File: config.mk
export PLATFORM = sky130hd
export DESIGN_NAME = atm_keypad_pin_entry
export DESIGN_NICKNAME = d
export VERILOG_FILES = /design/src/rtl/atm_keypad_pin_entry.sv
export SDC_FILE = /design/constraint.sdc
export NUM_CORES = 1
export LEC_CHECK = 0
export ABC_AREA = 1
export BUFFER_PORTS_ARGS = -buffer_cell sky130_fd_sc_hd__buf_2
export CELL_PAD_IN_SITES_DETAIL_PLACEMENT = 0
export CELL_PAD_IN_SITES_GLOBAL_PLACEMENT = 1
export CORE_UTILIZATION = 38
export CTS_CLUSTER_SIZE = 25
export DETAILED_ROUTE_END_ITERATION = 8
export PLACE_DENSITY = 0.73
export SYNTH_ARGS = -nofsm -noshare
export SYNTH_HDL_FRONTEND = slang
export SYNTH_SLANG_ARGS = --single-unit
File: constraint.sdc
create_clock -name clk -period 5.2 [get_ports clk]
set_input_delay 0.52 -clock clk [delete_from_list [all_inputs] [get_ports clk]]
set_output_delay 0.52 -clock clk [all_outputs]
set_load 0.005 [all_outputs]
File: src/rtl/atm_keypad_pin_entry.sv
// rtl/atm_keypad_pin_entry.sv - keypad edge detect and BCD PIN collector with inactivity timeout
module atm_keypad_pin_entry #(
    parameter int P_WIDTH = 16,
    parameter int T_WIDTH = 32
) (
    input  logic               clk,
    input  logic               rst,
    input  logic               pass_en,
    input  logic [T_WIDTH-1:0] threshold,
    input  logic               button_0,
    input  logic               button_1,
    input  logic               button_2,
    input  logic               button_3,
    input  logic               button_4,
    input  logic               button_5,
    input  logic               button_6,
    input  logic               button_7,
    input  logic               button_8,
    input  logic               button_9,
    input  logic               enter_button,
    input  logic               cancel_button,
    output logic [P_WIDTH-1:0] in_password,
    output logic [2:0]         digit_count,
    output logic               password_ready,
    output logic               entry_timeout,
    output logic               entry_cancel,
    output logic               key_error
);
    localparam int DIGITS = P_WIDTH / 4;

    typedef enum logic [1:0] {IDLE, COLLECT, FULL} state_t;

    state_t             state, state_nxt;
    logic [9:0]         digit_raw, digit_prev, digit_ev;
    logic               enter_prev, enter_ev, cancel_prev, cancel_ev, en_prev;
    logic [T_WIDTH-1:0] counter, counter_nxt, counter_inc;
    logic [P_WIDTH-1:0] pw_nxt;
    logic [2:0]         cnt_nxt;
    logic               ready_nxt, timeout_nxt, cancel_nxt, kerr_nxt;
    logic [3:0]         n_digits, digit_val;
    logic               en_rise, timer_hit;

    assign digit_raw = {button_9, button_8, button_7, button_6, button_5,
                        button_4, button_3, button_2, button_1, button_0};

    // Events are registered so that every key decision sees a clean one-cycle strobe.
    always_ff @(posedge clk or negedge rst) begin
        if (!rst) begin
            digit_prev  <= '0;
            digit_ev    <= '0;
            enter_prev  <= 1'b0;
            enter_ev    <= 1'b0;
            cancel_prev <= 1'b0;
            cancel_ev   <= 1'b0;
            en_prev     <= 1'b0;
        end else begin
            digit_prev  <= digit_raw;
            digit_ev    <= digit_raw & ~digit_prev;
            enter_prev  <= enter_button;
            enter_ev    <= enter_button & ~enter_prev;
            cancel_prev <= cancel_button;
            cancel_ev   <= cancel_button & ~cancel_prev;
            en_prev     <= pass_en;
        end
    end

    always_comb begin
        n_digits  = '0;
        digit_val = '0;
        for (int i = 0; i < 10; i++) begin
            if (digit_ev[i]) begin
                n_digits  = n_digits + 4'd1;
                digit_val = 4'(i);
            end
        end
    end

    // The counter holds completed idle cycles; the current one is counted via counter_inc.
    assign en_rise     = pass_en & ~en_prev;
    assign counter_inc = counter + 1'b1;
    assign timer_hit   = (threshold != '0) && (counter_inc == threshold);

    always_ff @(posedge clk or negedge rst) begin
        if (!rst) state <= IDLE;
        else      state <= state_nxt;
    end

    always_comb begin
        state_nxt = state;
        case (state)
            IDLE: if (en_rise) state_nxt = COLLECT;
            COLLECT, FULL: begin
                if (!pass_en || cancel_ev || timer_hit)
                    state_nxt = IDLE;
                else if (enter_ev) begin
                    if (state == FULL) state_nxt = IDLE;
                end else if (state == COLLECT && n_digits == 4'd1 &&
                             digit_count == 3'(DIGITS - 1))
                    state_nxt = FULL;
            end
            default: state_nxt = IDLE;
        endcase
    end

    always_comb begin
        pw_nxt      = in_password;
        cnt_nxt     = digit_count;
        counter_nxt = counter;
        ready_nxt   = 1'b0;
        timeout_nxt = 1'b0;
        cancel_nxt  = 1'b0;
        kerr_nxt    = 1'b0;
        if (state == IDLE) begin
            if (en_rise) begin
                pw_nxt      = '0;
                cnt_nxt     = '0;
                counter_nxt = '0;
            end
        end else if (pass_en) begin
            counter_nxt = counter_inc;
            if (cancel_ev) begin
                cancel_nxt = 1'b1;
                pw_nxt     = '0;
                cnt_nxt    = '0;
            end else if (timer_hit) begin
                timeout_nxt = 1'b1;
                pw_nxt      = '0;
                cnt_nxt     = '0;
            end else if (enter_ev) begin
                counter_nxt = '0;
                if (state == FULL) ready_nxt = 1'b1;
                else               kerr_nxt  = 1'b1;
            end else if (n_digits != 4'd0) begin
                counter_nxt = '0;
                if (state == FULL || n_digits != 4'd1) begin
                    kerr_nxt = 1'b1;
                end else begin
                    pw_nxt  = {in_password[P_WIDTH-5:0], digit_val};
                    cnt_nxt = digit_count + 3'd1;
                end
            end
        end
    end

    always_ff @(posedge clk or negedge rst) begin
        if (!rst) begin
            in_password    <= '0;
            digit_count    <= '0;
            counter        <= '0;
            password_ready <= 1'b0;
            entry_timeout  <= 1'b0;
            entry_cancel   <= 1'b0;
            key_error      <= 1'b0;
        end else begin
            in_password    <= pw_nxt;
            digit_count    <= cnt_nxt;
            counter        <= counter_nxt;
            password_ready <= ready_nxt;
            entry_timeout  <= timeout_nxt;
            entry_cancel   <= cancel_nxt;
            key_error      <= kerr_nxt;
        end
    end
endmodule

Word level (Yosys, flattened, before mapping) --
Cells that the tools add are included.
Word-level totals: register bits after elaboration 82, input bits 47, output and inout bits 23, logic and storage cells 130
Cells by class: add/sub/neg operators 11, equal/unequal tests 11, mux-type cells 69, bitwise gates (word level) 8, reduce and logical (&&, ||, !) cells 16
Operators with widths (count):
- $mux 32 | 7
- $mux 16 | 8
- $mux 4 | 17
- $add 4x1->4 const B | 9
- $add 32x1->32 const B | 1
- $eq 32x32->1 | 1
- $reduce_bool 32->1 | 1
- $mux 3 | 8
- $mux 1 | 23
- $ne 4x4->1 const B | 3
- $and 10x10->10 | 1
- $mux 2 | 5
- $not 10->10 | 1
- $ne 4x1->1 const B | 2
- $reduce_bool 4->1 | 2
- $reduce_and 5->1 | 1
- $eq 4x1->1 const B | 1
- $pmux 2 s2 | 1
- $add 3x1->3 const B | 1
- $and 1x1->1 | 3
- $eq 3x2->1 const B | 1
- $logic_and 1x1->1 | 3
- $logic_or 1x1->1 | 3
- $not 1->1 | 3
- other kinds (9) | 9

Logic depth before layout (Yosys ltp) --
depth in word-level cells 28, mapped depth 38

Worst setup path before layout --
No wires, ideal clock.
path type reg2reg, start register digit_ev[1], end register in_password[10], library setup time 117 ps, data arrival time 4706 ps, data required time 5083 ps, slack 377 ps, stages on the path, launching flop included 35, buffers on the path 1, clock period less this slack 4823 ps, cell sequence dfrtp_1 -> inv_1 -> ha_1 -> inv_1 -> nand2_1 -> nand2_1 -> ha_1 -> nand2_1 -> nand2_1 -> ha_1 -> or2_2 -> nand2_1 -> inv_1 -> ha_1 -> nand2_1 -> nand2_1 -> ha_1 -> nand2_1 -> nand2_1 -> ha_1 -> nand2_1 -> nand2_1 -> ha_1 -> nand2_1 -> nand2_1 -> ha_1 -> nand2_1 -> o21ai_0 -> nor2_1 -> nand4_1 -> nand2_2 -> nand3_4 -> buf_4 -> nand2_1 -> nand2_1
On the way: longest elaborated chain between the ends 21, elaborated cells between the ends (all ways) 23, those cells by class add/sub: 8; eq/ne: 2; mux: 9; reduce/logical: 4
Ends and longest elaborated chain:
- from (decl) | line 34 | logic [9:0] digit_raw, digit_prev, digit_ev;
- from (signal assigned) | line 58 | digit_ev <= digit_raw & ~digit_prev;
- $mux 4 (*) | line 71 | if (digit_ev[i]) begin
- $add 4x1->4 | line 72 | n_digits = n_digits + 4'd1;
- $mux 4 (*) | line 71
- $add 4x1->4 | line 72
- $mux 4 (*) | line 71
- $add 4x1->4 | line 72
- $mux 4 (*) | line 71
- $add 4x1->4 | line 72
- [... 5 more ...]
- $add 4x1->4 | line 72
- $mux 4 (*) | line 71
- $add 4x1->4 | line 72
- $mux 4 (*) | line 71
- $ne 4x1->1 | line 135 | if (state == FULL || n_digits != 4'd1) begin
- $logic_or 1x1->1 | line 135
- $ne 4x4->1 (no line)
- $reduce_and 5->1 (no line) (*)
- to (signal assigned) | line 155 | in_password <= pw_nxt;
- to (decl) | line 22 | output logic [P_WIDTH-1:0] in_password,
Every way passes the cells marked *; elsewhere a longest branch is shown, timed or not. A chain may end at the register's enable or synchronous reset.

Final worst setup path --
start register digit_ev[0], end register in_password[8]
On the way: longest elaborated chain between the ends 23, elaborated cells between the ends (all ways) 25, those cells by class add/sub: 9; eq/ne: 2; mux: 10; reduce/logical: 4
Ends and longest elaborated chain (line):
- $mux 1 (*) | 71
- $add 4x1->4 | 72
- $mux 4 (*) | 71
- $add 4x1->4 | 72
- $mux 4 (*) | 71
- $add 4x1->4 | 72
- $mux 4 (*) | 71
- $add 4x1->4 | 72
- [... 7 more ...]
- $add 4x1->4 | 72
- $mux 4 (*) | 71
- $add 4x1->4 | 72
- $mux 4 (*) | 71
- $ne 4x1->1 | 135
- $logic_or 1x1->1 | 135
- $ne 4x4->1 (no line)
- $reduce_and 5->1 (no line) (*)
Marked as above.

==> reports/qor.csv <==
metric;value;unit
outcome;finished, final reports clean;
Least-Margin Pin Slew;0.640;ns
worst min-delay path category;primary input to asynchronous set/reset pin;
sequential fraction of the synthesis area;33.9;%
maxcap violations;0;
Critical Path Most Common Cell;nand2_1;
antenna violations before repair;1;
placed inst area;6610;sq um
Clock Tree Buf Depth;2;
period utilization;94.0;%
Flop pwr share;34.7;%
Crit Path Max Fanout;8;
drt first pass iters;5;
Leak;3.77;nW
Buf/Inv on CP;3;
warnings from Yosys;0;
WL/cell;13.8;microns
Power Total;0.00220;W
routed vias/inst;4.75;
# DRC;0;
total negative slack;0;ns
syn_nets;992;
Die Ht;128;microns
most frequent cell after synthesis;nand2_1;
Cell Int Power;0.00140;W
endpoint class of the critical path;flip-flop;
Layout area overhead;18.8;%
Final Setup Violations;0;
Max H-tree Level;3;
Port Buffers;69;
fin area;7180;sq um
Fin. Hold Viols;0;
Synth Area per Inst;6.51;sq um
Worst Path Arrival;5.13;ns
Initial Util;39.3;%
predominant post-synthesis flop cell;dfrtp_1;
DP Worst Slack;0.0356;ns
post-DP HPWL;12.3;mm
number of flops mapped to enable cells by yosys;0;
Netlist cell types;43;
proportion of netlist area held by the largest area contributor;33.9;%
Detailed Route WL;16.9;mm
sw frac;36.6;%
final global-route overflow total;0;
Clk pwr share;32.8;%
crit path kind;flip-flop to flip-flop;
Synth top cells by count;nand2_1, nor2_1, inv_1, dfrtp_1, nand3_1;
vias in the first global route;5175;
Logic pwr share;32.6;%
Synth area leader;dfrtp_1;
clk slew on worst S/H paths;0.07;ns
f_max;0.205;GHz
CTS tree;built;
non-filler cells, final;1221;
Synth area leaders;dfrtp_1, nand2_1, nor2_1;
Total Nets Final;1069;
Global Route Usage Sum;21.2;%
Clock Sink Count;82;
type of origin of the critical path;flip-flop;
CTS Buf Count;9;
DR vias;5796;
Slew Viols, Final;0;
Mapped Area;6040;sq um
Top-Level Pins;70;
diode count;0;
cell row count;45;
layout cells sized above 1;16.1;%
Setup WS post-layout;0.314;ns
Peak VDD IR;161;uV
Psw;0.000805;W
Die Wd;128;microns
die area;16400;sq um
CP max stage cell;dfrtp_1;
Pwr Density;306;nW/um^2
Synth async-reset ratio;100;%
Cells after Synth;928;
FF+latch count, synth;82;
Worst Clk Skew;0.00835;ns
CP max stage delay;0.34;ns
Placeable Area;15400;sq um
largest net degree at the start of global routing;49;
critical path required time;5.44;ns
fin crit period;4.89;ns
clk_lat worst skew;0.35;ns
Detail Route Antenna Nets;0;
Crit path max-delay family;simple AND/OR/NAND/NOR gates;
first-pass GRT wire length;26.7;mm
GPL Wtd Cong;0.825;
clk root buf;clkbuf_16;
DRT iter0 DRCs;374;
Slew Limit Headroom;57.3;%
Placed Cells incl. Taps;1197;
registers in the layout, summed over array words and instances (netlist names):
name            cells
in_password        16
state               2
digit_prev         10
enter_ev            1
cancel_ev           1
digit_count         3
digit_ev           10
cancel_prev         1
entry_timeout       1
password_ready      1
entry_cancel        1
enter_prev          1
key_error           1
counter            32
en_prev             1
cells by family (layout without fill, tap and decap cells):
family | after synthesis | in the layout | synth area share [%]
AND/OR/NAND/NOR | 641 | 644 | 46.8
XOR/XNOR | 30 | 30 | 4.35
AO/OA/AOI/OAI | 19 | 19 | 1.88
adder cells (fa/ha/maj) | 17 | 17 | 3.52
flip-flops | 82 | 82 | 33.9
buffers and inverters | 139 | 218 | 9.48
final cells by class:
cell class                 instances  area, sq um
clock inverter                     7          101
fill                            1624         8190
sequential                        82         2050
clock buffer                       9          225
timing repair buffer              82          522
tap                              211          264
multi-input combinational        710         3570
inverter                         120          450
power groups by stage:
stage	logic [W]	registers, W	clock network [W]
after floorplan	0.000431	0.000756	0
after global placement	0.000596	0.000776	0
after detailed placement	0.000597	0.000774	0
after CTS	0.000598	0.000763	0.000738
after global routing	0.000809	0.000773	0.000766
final	0.000717	0.000763	0.000721
worst paths after layout:
kind                                from             end  slack (ns)  cells past startpoint
setup / recovery             digit_ev[0]  in_password[8]        0.31                     33
hold / removal                       rst    entry_cancel        0.14                      1
setup reg to reg             digit_ev[0]  in_password[8]        0.31                     33
hold reg to reg            digit_prev[9]     digit_ev[9]        0.39                      1
max in group asynchronous            rst      counter[7]        4.04                      2
min in group clk                button_3   digit_prev[3]        0.29                      1
stage by stage:
step	hold WS, ns	util (%)
2_1_floorplan	0.224	-
3_3_place_gp	0.378	43.0
3_5_place_dp	0.379	43.0
4_1_cts	0.157	45.1
5_1_grt	0.169	46.7
6_report	0.142	46.7
repair_timing:
action	CTS	global route
buffers inserted	0	3
resized for setup	0	33
hold buffers	0	0
setup endpoints to repair	0	54
layout by cell type, fill, tap and decap left out, types with 6 or more instances in the layout:
| cell type | count |
|---|---|
| nor4_1 | 9 |
| dfrtp_1 | 82 |
| o21ai_0 | 6 |
| ha_1 | 14 |
| nand3_1 | 53 |
| inv_2 | 7 |
| or2_2 | 7 |
| inv_1 | 111 |
| clkbuf_16 | 11 |
| nor2_2 | 6 |
| nand2_2 | 13 |
| buf_4 | 8 |
| nor3_1 | 14 |
| xnor2_1 | 9 |
| xor2_1 | 20 |
| nor2_1 | 130 |
| buf_2 | 68 |
| nand4_1 | 31 |
| nand2_1 | 346 |
per-layer routing:
layer | wire length [microns] | global-route usage (%) | share of wire, %
met3 | 667 | 3.92 | 4.0
met4 | 210 | 4.78 | 1.2
met1 | 8120 | 29.3 | 48
met5 | 0 | 0 | 0
met2 | 7860 | 34.2 | 47
No activity file was read; power rests on OpenSTA's default activity.
